**config.mk**
```make
export PLATFORM = sky130hd
export DESIGN_NAME = ifft_cp_inserter
export DESIGN_NICKNAME = d
export VERILOG_FILES = /design/src/rtl/ifft_cp_inserter.sv
export SDC_FILE = /design/constraint.sdc
export NUM_CORES = 1
export LEC_CHECK = 0
export CAP_MARGIN = 10
export CORE_ASPECT_RATIO = 0.7
export CORE_MARGIN = 5
export CORE_UTILIZATION = 53
export DETAILED_ROUTE_END_ITERATION = 16
export PLACE_DENSITY = 0.73
export SYNTH_ARGS = -nofsm -noshare
export SYNTH_HDL_FRONTEND = slang
export SYNTH_SLANG_ARGS = --single-unit
```
**constraint.sdc**
```tcl
create_clock -name clk -period 8 [get_ports clk]
set_input_delay 0.8 -clock clk [delete_from_list [all_inputs] [get_ports clk]]
set_output_delay 0.8 -clock clk [all_outputs]
set_load 0.1 [all_outputs]
```
**src/rtl/ifft_cp_inserter.sv**
```systemverilog
`default_nettype none
// ============================================================================
// Module   : ifft_cp_inserter
// Purpose  : Normalises one IFFT output block by its exponent, stores it and
//            replays it as a cyclic-prefixed OFDM symbol of CP+N samples.
// Revision : 1.0  initial release
// ============================================================================
module ifft_cp_inserter #(
   parameter int N         = 64,
   parameter int CP        = 16,
   parameter int MAX_SHIFT = 7
) (
   input  logic       clk,
   input  logic       reset,
   input  logic       in_valid,
   output logic       in_ready,
   input  logic [1:0] in_error,
   input  logic       in_sop,
   input  logic       in_eop,
   input  logic [7:0] in_real,
   input  logic [7:0] in_imag,
   input  logic [5:0] in_exp,
   output logic       out_valid,
   input  logic       out_ready,
   output logic       out_sop,
   output logic       out_eop,
   output logic [7:0] out_real,
   output logic [7:0] out_imag,
   output logic       frame_err
);

   localparam int AW = $clog2(N);
   localparam int CW = $clog2(CP + N);
   localparam logic [AW-1:0] c_LAST   = AW'(N - 1);
   localparam logic [AW-1:0] c_START  = AW'(N - CP);
   localparam logic [CW-1:0] c_PENULT = CW'(CP + N - 2);
   localparam bit            c_BYPASS = (CP == 1);

   typedef enum logic {FILL = 1'b0, PLAY = 1'b1} state_t;

   state_t          r_state;
   logic [AW-1:0]   r_wr_cnt;
   logic            r_in_frame;
   logic [5:0]      r_exp;
   logic            r_frame_err;
   logic            r_out_valid;
   logic            r_out_sop;
   logic            r_out_eop;
   logic [7:0]      r_out_real;
   logic [7:0]      r_out_imag;
   logic [AW-1:0]   r_rd_idx;
   logic [CW-1:0]   r_beat;
   logic [15:0]     r_mem [N];

   logic [5:0]      w_exp;
   logic [6:0]      w_neg;
   logic [6:0]      w_k;
   logic [7:0]      w_re;
   logic [7:0]      w_im;
   logic            w_accept;
   logic            w_beat_in_frame;
   logic [AW-1:0]   w_idx;
   logic            w_bad;
   logic            w_wr_en;
   logic [AW-1:0]   w_rd_nxt;
   logic [15:0]     w_rd;
   logic [15:0]     w_first;

   // Sign-extend, shift left by k, saturate to the 8-bit signed range.
   function automatic logic [7:0] f_norm(input logic [7:0] x, input logic [6:0] k);
      logic signed [15:0] t;
      t = $signed({{8{x[7]}}, x}) <<< k;
      if (t > 16'sd127)
         return 8'h7F;
      else if (t < -16'sd128)
         return 8'h80;
      else
         return t[7:0];
   endfunction

   always_comb begin
      w_exp = in_sop ? in_exp : r_exp;
      w_neg = 7'd0 - {w_exp[5], w_exp};
      if (!w_exp[5])
         w_k = 7'd0;
      else if (w_neg > 7'(MAX_SHIFT))
         w_k = 7'(MAX_SHIFT);
      else
         w_k = w_neg;
   end

   assign w_re            = f_norm(in_real, w_k);
   assign w_im            = f_norm(in_imag, w_k);
   assign in_ready        = (r_state == FILL) && !reset;
   assign w_accept        = in_valid && in_ready;
   assign w_beat_in_frame = in_sop || r_in_frame;
   assign w_idx           = in_sop ? '0 : r_wr_cnt;
   assign w_bad           = (in_error != 2'b00) || (in_eop != (w_idx == c_LAST));
   assign w_wr_en         = w_accept && w_beat_in_frame && !w_bad;
   assign w_rd_nxt        = (r_rd_idx == c_LAST) ? '0 : r_rd_idx + 1'b1;
   assign w_rd            = r_mem[w_rd_nxt];
   // With CP=1 the first prefix sample is the one being written this cycle.
   assign w_first         = c_BYPASS ? {w_re, w_im} : r_mem[c_START];

   always_ff @(posedge clk) begin
      if (w_wr_en)
         r_mem[w_idx] <= {w_re, w_im};
   end

   always_ff @(posedge clk or posedge reset) begin
      if (reset) begin
         r_state     <= FILL;
         r_wr_cnt    <= '0;
         r_in_frame  <= 1'b0;
         r_exp       <= '0;
         r_frame_err <= 1'b0;
         r_out_valid <= 1'b0;
         r_out_sop   <= 1'b0;
         r_out_eop   <= 1'b0;
         r_out_real  <= '0;
         r_out_imag  <= '0;
         r_rd_idx    <= '0;
         r_beat      <= '0;
      end else begin
         r_frame_err <= 1'b0;
         case (r_state)
            FILL: begin
               if (w_accept) begin
                  if (in_sop)
                     r_exp <= in_exp;
                  if (in_sop && r_in_frame)
                     r_frame_err <= 1'b1;
                  if (w_beat_in_frame) begin
                     if (w_bad) begin
                        r_frame_err <= 1'b1;
                        r_in_frame  <= 1'b0;
                        r_wr_cnt    <= '0;
                     end else if (w_idx == c_LAST) begin
                        r_state     <= PLAY;
                        r_in_frame  <= 1'b0;
                        r_wr_cnt    <= '0;
                        r_out_valid <= 1'b1;
                        r_out_sop   <= 1'b1;
                        r_out_eop   <= 1'b0;
                        r_rd_idx    <= c_START;
                        r_beat      <= '0;
                        r_out_real  <= w_first[15:8];
                        r_out_imag  <= w_first[7:0];
                     end else begin
                        r_in_frame  <= 1'b1;
                        r_wr_cnt    <= w_idx + 1'b1;
                     end
                  end
               end
            end
            PLAY: begin
               if (out_ready) begin
                  if (r_out_eop) begin
                     r_state     <= FILL;
                     r_out_valid <= 1'b0;
                     r_out_sop   <= 1'b0;
                     r_out_eop   <= 1'b0;
                  end else begin
                     r_rd_idx    <= w_rd_nxt;
                     r_beat      <= r_beat + 1'b1;
                     r_out_sop   <= 1'b0;
                     r_out_eop   <= (r_beat == c_PENULT);
                     r_out_real  <= w_rd[15:8];
                     r_out_imag  <= w_rd[7:0];
                  end
               end
            end
            default: r_state <= FILL;
         endcase
      end
   end

   assign out_valid = r_out_valid;
   assign out_sop   = r_out_sop;
   assign out_eop   = r_out_eop;
   assign out_real  = r_out_real;
   assign out_imag  = r_out_imag;
   assign frame_err = r_frame_err;

endmodule
`default_nettype wire

```
# Word level (Yosys, flattened, before mapping)
# Memories as Yosys holds them, arrays and structs flattened.
# Cells that the tools add are included.
# Widths: inputs -> output; s select.
dict set report word_totals {
  ramBits 1024
  elab_cells 122
  n_memories 1
  latch_bits 0
  register_bits 47
  mem_bits_ro 0
  out_inout_bits 21
}
# name depth word_bits read_ports rd_ports_with_merged_regs write_ports line
set memory_table {}
lappend memory_table {r_mem 64 16 2 0 1 53} ;# logic [15:0] r_mem [N];
dict set report classes {
  bitwise_logic 1
  add_sub_neg 4
  mux 71
  n_eq_ne 11
  shift 2
  div_mod_pow 0
  n_lt_le_gt_ge 5
  mul 0
  reduce_logical 15
}
# operator n
set ops {}
lappend ops {{$mux 8} 16}
lappend ops {{$mux 6} 11}
lappend ops {{$mux 7} 8}
lappend ops {{$gt 16x8->1 const B} 2}
lappend ops {{$lt 16x8->1 const B} 2}
lappend ops {{$pmux 8 s2} 2}
lappend ops {{$sshl 8x7->16} 2}
lappend ops {{$mux 1} 28}
lappend ops {{$pmux 7 s2} 1}
lappend ops {{$add 6x1->6 const B} 2}
lappend ops {{$eq 6x6->1 const B} 2}
lappend ops {{$pmux 6 s2} 1}
lappend ops {{$reduce_and 6->1} 2}
lappend ops {{$ne 2x2->1 const B} 5}
lappend ops {{$pmux 1 s2} 4}
lappend ops {{$add 7x1->7 const B} 1}
lappend ops {{$eq 7x7->1 const B} 1}
lappend ops {{$gt 7x3->1 const B} 1}
lappend ops {{$sub 1x6->7 const A} 1}
lappend ops {{$logic_and 1x1->1} 5}
lappend ops {{$reduce_and 5->1} 1}
lappend ops {{$ne 2x1->1 const B} 2}
lappend ops {{$reduce_and 3->1} 1}
lappend ops {{$logic_not 1->1} 2}
lappend ops {{other kinds (5)} 6}

# Logic depth before layout (Yosys ltp)
# Gate-level depths: netlist (run 1).
dict set report depth {
  ltp_word 9
  mapped_depth 16
  mapped_depth_nobuf 11
}

# Least setup slack after synthesis (run 1)
# OpenSTA, ideal clock, no wires.
dict set report synth_timing {
  path_kind {input to register}
  start {input in_sop}
  end {memory r_mem[0][9], data pin}
  stages 14
  required_ns 7.095
  path_slack_ns -0.564
  t_arrival_ns 7.658
  cell_sequence {buf_6 clkbuf_1 clkbuf_1 mux2i_1 ha_1 or4b_4 and3_1 o211a_1 o21ai_1 and3_1 a221o_1 a41o_1 nand2_1 o41ai_1}
}
dict set report synth_via {
  elab_chain_cells 9
  elab_cells_between_ends 10
  cone_classes {add/sub: 1; order compare: 3; shift: 1; mux: 5}
}
# item line
set synth_lines {}
lappend synth_lines {{from (decl)} 18} ;# input logic in_sop,
lappend synth_lines {{$mux 6 *} n/a}
lappend synth_lines {{$sub 1x6->7} 83} ;# w_neg = 7'd0 - {w_exp[5], w_exp};
lappend synth_lines {{$gt 7x3->1} 86} ;# else if (w_neg > 7'(MAX_SHIFT))
lappend synth_lines {{$mux 7} 86}
lappend synth_lines {{$mux 7 *} 84} ;# if (!w_exp[5])
lappend synth_lines {{$sshl 8x7->16 *} 72} ;# t = $signed({{8{x[7]}}, x}) <<< k;
lappend synth_lines {{$lt 16x8->1} 75} ;# else if (t < -16'sd128)
lappend synth_lines {{$mux 8} 75}
lappend synth_lines {{$mux 8 *} 73} ;# if (t > 16'sd127)
lappend synth_lines {{via w_re[1]} 58} ;# logic [7:0] w_re;
lappend synth_lines {{to (decl)} 53}
# The timed path passes the listed nets; every way through them passes the cells marked *.

# Worst setup path after layout (run 1)
dict set report layout_timing {
  start {input in_sop}
  end {memory r_mem[5][4], data pin}
}
dict set report layout_via {
  elab_chain_cells 9
  elab_cells_between_ends 10
  cone_classes {add/sub: 1; order compare: 3; shift: 1; mux: 5}
}
# item line
set layout_lines {}
lappend layout_lines {{$mux 6 *} n/a}
lappend layout_lines {{$sub 1x6->7} 83}
lappend layout_lines {{$gt 7x3->1} 86}
lappend layout_lines {{$mux 7} 86}
lappend layout_lines {{$mux 7 *} 84}
lappend layout_lines {{$sshl 8x7->16 *} 72}
lappend layout_lines {{$lt 16x8->1} 75}
lappend layout_lines {{$mux 8} 75}
lappend layout_lines {{$mux 8 *} 73}
lappend layout_lines {{via w_im[4]} 59} ;# logic [7:0] w_im;
# Marks and branches as above.

==> results_dict.tcl, run 1 <==
set metrics [dict create \
    status "complete, no violations" \
    synth.ff_latch_count 1071 \
    fin_setup_tns_ps 0 \
    wire_per_inst_um 26.8 \
    worst_pin_slew_ps 1210 \
    grt_first_pass_wirelength_um 177000 \
    synth_ff_type "edfxtp_1" \
    antenna_found_initial 1 \
    r2r_slack_ps 2440 \
    wl_um 120000 \
    p_int_mw 9.19 \
    coreArea_um2 82000 \
    final-max-slew-violation-count 0 \
    cts_hold_buf 0 \
    gp_congestion 0.862 \
    setup_viol 0 \
    fmax_ghz 0.164 \
    max_cap_violations 0 \
    cp_slowest_stage_delay_ps 920 \
    period_minus_slack_ps 6090 \
    grt_usage_pct 26.6 \
    syn_to_final_growth_pct 12.0 \
    synth_fp_nets 3334 \
    via_count 29000 \
    regToRegEndpoint "r_mem[5][4]$_DFFE_PP_" \
    overflow 0 \
    synthDistinctLibCells 71 \
    worstSetupEndpointType "flop" \
    worstSetupPathType "in2reg" \
    ys.warnings.count 0 \
    synthTopCellsByCount "edfxtp_1, nand2_1, nand3_1, clkbuf_1, a311oi_1" \
    port_buffers 50 \
    min-delay-start "out_sop$_DFFE_PP0P_" \
    cp_common_cell "buf_4" \
    yosys-top-cells-area "edfxtp_1, nand2_1, nand3_1" \
    ioPinCount 51 \
    clock-sinks 1071 \
    synth.most_common_cell "edfxtp_1" \
    drt_iter0_markers 4304 \
    p_sw_share_pct 21.6 \
    route.detailed.drc 0 \
    ant_nets 0 \
    ys_async_sr_fraction_pct 4.39 \
    die_area_um2 88300 \
    grt_pass1_vias 27200 \
    cts-buffers-inserted 93 \
    cts_tree "yes" \
    vdd_drop_max_mv 0.214 \
    avgSynthCellArea_um2 13.2 \
    crit_path_start_kind "input pin" \
    whs_path_depth 1 \
    cts_buffer_depth 3 \
    die_w_um 353 \
    vias_per_cell 6.48 \
    arrival_ps 6560 \
    clkLatencyLatePin_ps 680 \
    synth_edf_count 1024 \
    die_h_um 250 \
    switchingPower_mw 2.53 \
    syn_area_um2 43700 \
    hold_viol 0 \
    seqPwrFrac_pct 55.1 \
    fin_skew_ps 27.8 \
    grt_max_degree 148 \
    layout-drive-gt1-share_pct 8.99 \
    htreeDepth 3 \
    std_cell_rows 88 \
    final_net_count 3352 \
    cp_cell_sequence "clkdlybuf4s50_1, mux2i_1, ha_1, or4b_4, and3_1, o211a_1, o21ai_1, buf_4, and2_1, mux2_2, o311a_1, a311oi_4, buf_4" \
    finalCritPeriodShare_pct 76.2 \
    diodes 0 \
    reg2reg_from "r_exp[0]$_DFFE_PP0P_" \
    p_per_area_nw_per_um2 240 \
    reg2reg_depth 12 \
    hpwl_um 64800 \
    final_util_pct 59.6 \
    rsz0062_at_grt "no" \
    yosysTopAreaCellShare_pct 70.4 \
    cts_setup_buffers 0 \
    slew_headroom_pct 19.4 \
    crit_fanout 26 \
    drt-pass1-iter-count 9 \
    root_buffer "clkbuf_16" \
    post-synth-top-area-cell "edfxtp_1" \
    cts_resized 0 \
    clockPowerShare_pct 39.3 \
    crit_path_top_delay_cell "a311oi_4" \
    timing.hold.ws_ps 486 \
    ys_seq_area_share_pct 73.1 \
    start_util_pct 53.2 \
    cp.required_ps 8460 \
    p_leak_nw 16.1 \
    comb_power_share_pct 5.6 \
    synthCells 3299 \
    hold_path_class "reg2reg" \
    min_to "out_sop$_DFFE_PP0P_" \
    clk_pin_slew_ps 70 \
]
area by class of cell:
class | count | area [um2]
well taps | 1080 | 1350
clock inverters | 52 | 597
repair buffers | 172 | 1510
inverters | 14 | 52.6
clock buffers | 119 | 2470
fillers | 6153 | 33100
flip-flops and latches | 1071 | 31900
multi-input cells | 1965 | 11000
critical path: cells and delay by family:
| kind | cells | cell delay, ps |
|---|---|---|
| buffers and inverters | 3 | 1290 |
| AND/OR/NAND/NOR | 3 | 1350 |
| multiplexers | 2 | 890 |
| AO/OA/AOI/OAI | 4 | 1880 |
| adder cells (fa/ha/maj) | 1 | 310 |
state kept, by name, summed over array words and instances, names as in the netlist:
| signal | count |
|---|---|
| r_exp | 6 |
| r_wr_cnt | 6 |
| r_in_frame | 1 |
| out_valid | 1 |
| r_mem | 1024 |
| r_beat | 7 |
| out_imag | 8 |
| r_state | 1 |
| out_real | 8 |
| frame_err | 1 |
| out_eop | 1 |
| r_rd_idx | 6 |
| out_sop | 1 |
metal layers:
layer | vias up | part of all wire [%] | global-route usage [%]
met5 | - | 0.0075 | 0
met1 | 14200 | 40 | 39.4
li1 | 12600 | - | -
met2 | 1872 | 43 | 38.7
met3 | 233 | 14 | 7.64
met4 | 2 | 2.8 | 8.00
cells in the final DEF, fill, tap and decap left out, types with 5 or more instances in the layout:
cell type | netlist | layout
a211oi_1 | 9 | 6
a21oi_1 | 74 | 70
a311oi_1 | 129 | 128
a31oi_1 | 96 | 96
and2_1 | 6 | 5
and3_1 | 59 | 59
buf_12 | 0 | 8
buf_4 | 0 | 114
bufinv_16 | 0 | 13
clkbuf_1 | 198 | 24
clkbuf_16 | 0 | 95
clkdlybuf4s50_1 | 0 | 48
clkinv_1 | 0 | 19
clkinv_2 | 0 | 13
dfrtp_1 | 47 | 46
edfxtp_1 | 1024 | 1024
ha_1 | 5 | 5
inv_1 | 14 | 12
mux2_2 | 7 | 7
mux2i_1 | 24 | 24
mux4_2 | 10 | 10
nand2_1 | 730 | 727
nand3_1 | 238 | 238
nand3b_1 | 8 | 8
nor2_1 | 106 | 106
nor3_1 | 104 | 104
o211ai_1 | 90 | 90
o21ai_0 | 64 | 62
o221ai_1 | 44 | 44
o22a_1 | 12 | 12
o22ai_1 | 44 | 43
o31ai_1 | 9 | 7
or3_1 | 7 | 7
xnor2_1 | 9 | 7
logic make-up after synthesis:
kind of cell    synth area share (%)
compound gates                  10.3
mux                             1.27
fa+ha+maj                      0.143
flops                           73.1
xor+xnor                       0.281
buf+inv                         2.29
simple gates                    12.6
power groups by stage:
stage | sequential, mW | clock [mW] | combinational, mW
floorplan | 6.61 | 0 | 0.337
global placement | 6.58 | 0 | 0.640
detailed placement | 6.58 | 0 | 0.653
CTS | 6.45 | 4.64 | 0.654
global route | 6.45 | 4.87 | 0.715
finish | 6.46 | 4.60 | 0.661
worst max-delay path by stage:
stage                              to  slack [ps]  depth (start not counted)    from
6_report        r_mem[5][4]$_DFFE_PP_        1910                         13  in_sop
5_1_grt         r_mem[5][4]$_DFFE_PP_        1560                         13  in_sop
4_1_cts         r_mem[5][4]$_DFFE_PP_        2000                         13  in_sop
3_5_place_dp   r_mem[18][4]$_DFFE_PP_        1330                         13  in_sop
3_3_place_gp   r_mem[26][4]$_DFFE_PP_        1390                         13  in_sop
2_1_floorplan   r_mem[0][4]$_DFFE_PP_          70                         14  in_sop
stage by stage:
stage	setup WS (ps)	total power [mW]	std cells	cell area [um2]
2_1_floorplan	68.6	6.95	3299	43700
3_3_place_gp	1390	7.22	4302	45900
3_5_place_dp	1330	7.23	4302	45900
4_1_cts	2000	11.8	4473	48900
5_1_grt	1560	12.0	4473	48900
6_report	1910	11.7	4473	48900
(Power assumes the default switching activity.)
==> run 2, diff against run 1 <==
- clock period: 8 -> 6.1 ns (I/O delays scaled with it)
==> run 2 against run 1 <==
Global-route usage decreased by 0.43 points; setup slack got worse by 1000 ps; sequential share of layout area decreased by 0.41 points; first-iteration DRC count increased by 1.5%; core utilization increased by 0.38 points; clock-buffer cell count increased by 8; via count increased by 1.1%; clock power increased by 34%; die area unchanged; critical endpoint is now r_mem[29][4]$_DFFE_PP_.
==> results_dict.tcl, run 2 (synthesis gave the netlist of run 1 again) <==
set metrics [dict create \
    critPathBufInv 2 \
    p_leak_nw 16.3 \
    arrival_ps 5590 \
    fillers 6084 \
    regMostFlops "r_mem" \
    final_common_cell "edfxtp_1" \
    syn_to_final_growth_pct 12.8 \
    cp_slowest_stage_delay_ps 630 \
    start_util_pct 53.2 \
    cp.required_ps 6460 \
    cts-buffers-inserted 94 \
    clock-sinks 1071 \
    power_mw 15.5 \
    root_buffer "clkbuf_16" \
    drt-pass1-iter-count 6 \
    grt-busiest-layer "met1" \
    drt_iter0_markers 4368 \
    max_cap_violations 0 \
    clk_pin_slew_ps 60 \
    ioPinCount 51 \
    port_buffers 50 \
    hold_viol 0 \
    ant_nets 0 \
    grt_usage_pct 26.2 \
    final-max-slew-violation-count 0 \
    final_net_count 3368 \
    crit_family "compound AO/OA/AOI/OAI gates" \
    cts_hold_buf 0 \
    crit_path_start_kind "input pin" \
    worstSetupEndpointType "flop" \
    coreArea_um2 82000 \
    grt_max_degree 160 \
    worstSetupPathType "in2reg" \
    status "complete, no violations" \
    period_minus_slack_ps 5240 \
    overflow 0 \
    wire_per_inst_um 26.4 \
    cts_buffer_depth 3 \
    route.detailed.drc 0 \
    wl_um 119000 \
    die_h_um 250 \
    largest_reg_flops 1024 \
    crit_path_top_delay_cell "buf_4" \
    multiInputGateArea_um2 11000 \
    std_cell_rows 88 \
    antenna_found_initial 3 \
    cts_resized 0 \
    die_w_um 353 \
    instances_no_fill 4492 \
    finalCritPeriodShare_pct 85.8 \
    layout-drive-gt1-share_pct 9.65 \
    cts_tree "yes" \
    hpwl_um 66100 \
    htreeDepth 3 \
    worst_pin_slew_ps 1250 \
    slew_headroom_pct 16.8 \
    hold_path_class "in2async" \
    grt_first_pass_wirelength_um 176000 \
    cp_common_cell "mux2i_1" \
    grt_use_met1_pct 39.6 \
    use_met3_pct 7.17 \
    grt_use_met2_pct 37.6 \
    clkLatencyLatePin_ps 660 \
    gp_congestion 0.874 \
    vias_per_cell 6.52 \
    setup_viol 0 \
    seqCellArea_um2 31900 \
    layout_common_cells "edfxtp_1, nand2_1, nand3_1" \
    dp.cells 4316 \
    p_per_area_nw_per_um2 315 \
    vdd_drop_max_mv 0.256 \
    fmax_ghz 0.191 \
    crit_fanout 64 \
    grt_pass1_vias 27100 \
    cts_setup_buffers 0 \
    fin_skew_ps 19.1 \
    via_count 29300 \
    die_area_um2 88300 \
    rsz0062_at_grt "no" \
    cp_cell_sequence "clkdlybuf4s50_1, mux2i_1, ha_1, or4b_4, a21o_1, a211o_1, a21boi_1, nor2_4, mux2i_1, mux2_2, o311a_1, a311oi_4, buf_4" \
]
run 2: path summary, 6_finish.rpt:
kind,startpoint,to,slack (ps),depth (start not counted)
max,in_sop,r_mem[29][4]$_DFFE_PP_,860,13
min,reset,r_beat[5]$_DFFE_PP0P_,480,3
max reg2reg,r_exp[1]$_DFFE_PP0P_,r_mem[29][4]$_DFFE_PP_,1010,12
min reg2reg,out_valid$_DFFE_PP0P_,out_valid$_DFFE_PP0P_,490,1
max in group asynchronous,reset,r_rd_idx[0]$_DFFE_PP0P_,5120,3
min in group clk,out_valid$_DFFE_PP0P_,out_valid$_DFFE_PP0P_,490,1
run 2: worst min-delay path, stage by stage:
cell and delay (ps):
clkdlybuf4s50_1 430, inv_2 50, buf_4 530
run 2: power by group:
part	switching, mW	internal, mW
clock network	2.63	3.53
registers	0.0105	8.46
logic	0.713	0.185
run 2: final cells by class:
type	instances	share of cell area, %
inverter	14	0.107
clock inverter	47	1.12
timing repair buffer	187	3.47
multi-input combinational	1965	22.4
sequential	1071	64.9
antenna	1	0.00508
clock buffer	127	5.32
tap	1080	2.74
run 2: layer usage:
| metal | share of wire [%] | up-vias |
|---|---|---|
| met5 | 0.011 | - |
| met4 | 2.6 | 2 |
| met3 | 13 | 181 |
| met2 | 44 | 1892 |
| met1 | 41 | 14500 |
| li1 | - | 12700 |
run 2: metrics by stage:
step                hold WS, ps  TNS [ps]  setup slack (ps)  utilization, %  cell area [um2]
finish                      477         0               864            60.0            49200
detailed placement          478         0               190            56.1            46000
global placement            466         0               343            56.1            46000
CTS                         482         0               829            60.0            49200
global route                513         0               729            60.0            49200
floorplan                   501    -46880              -246               -            43700
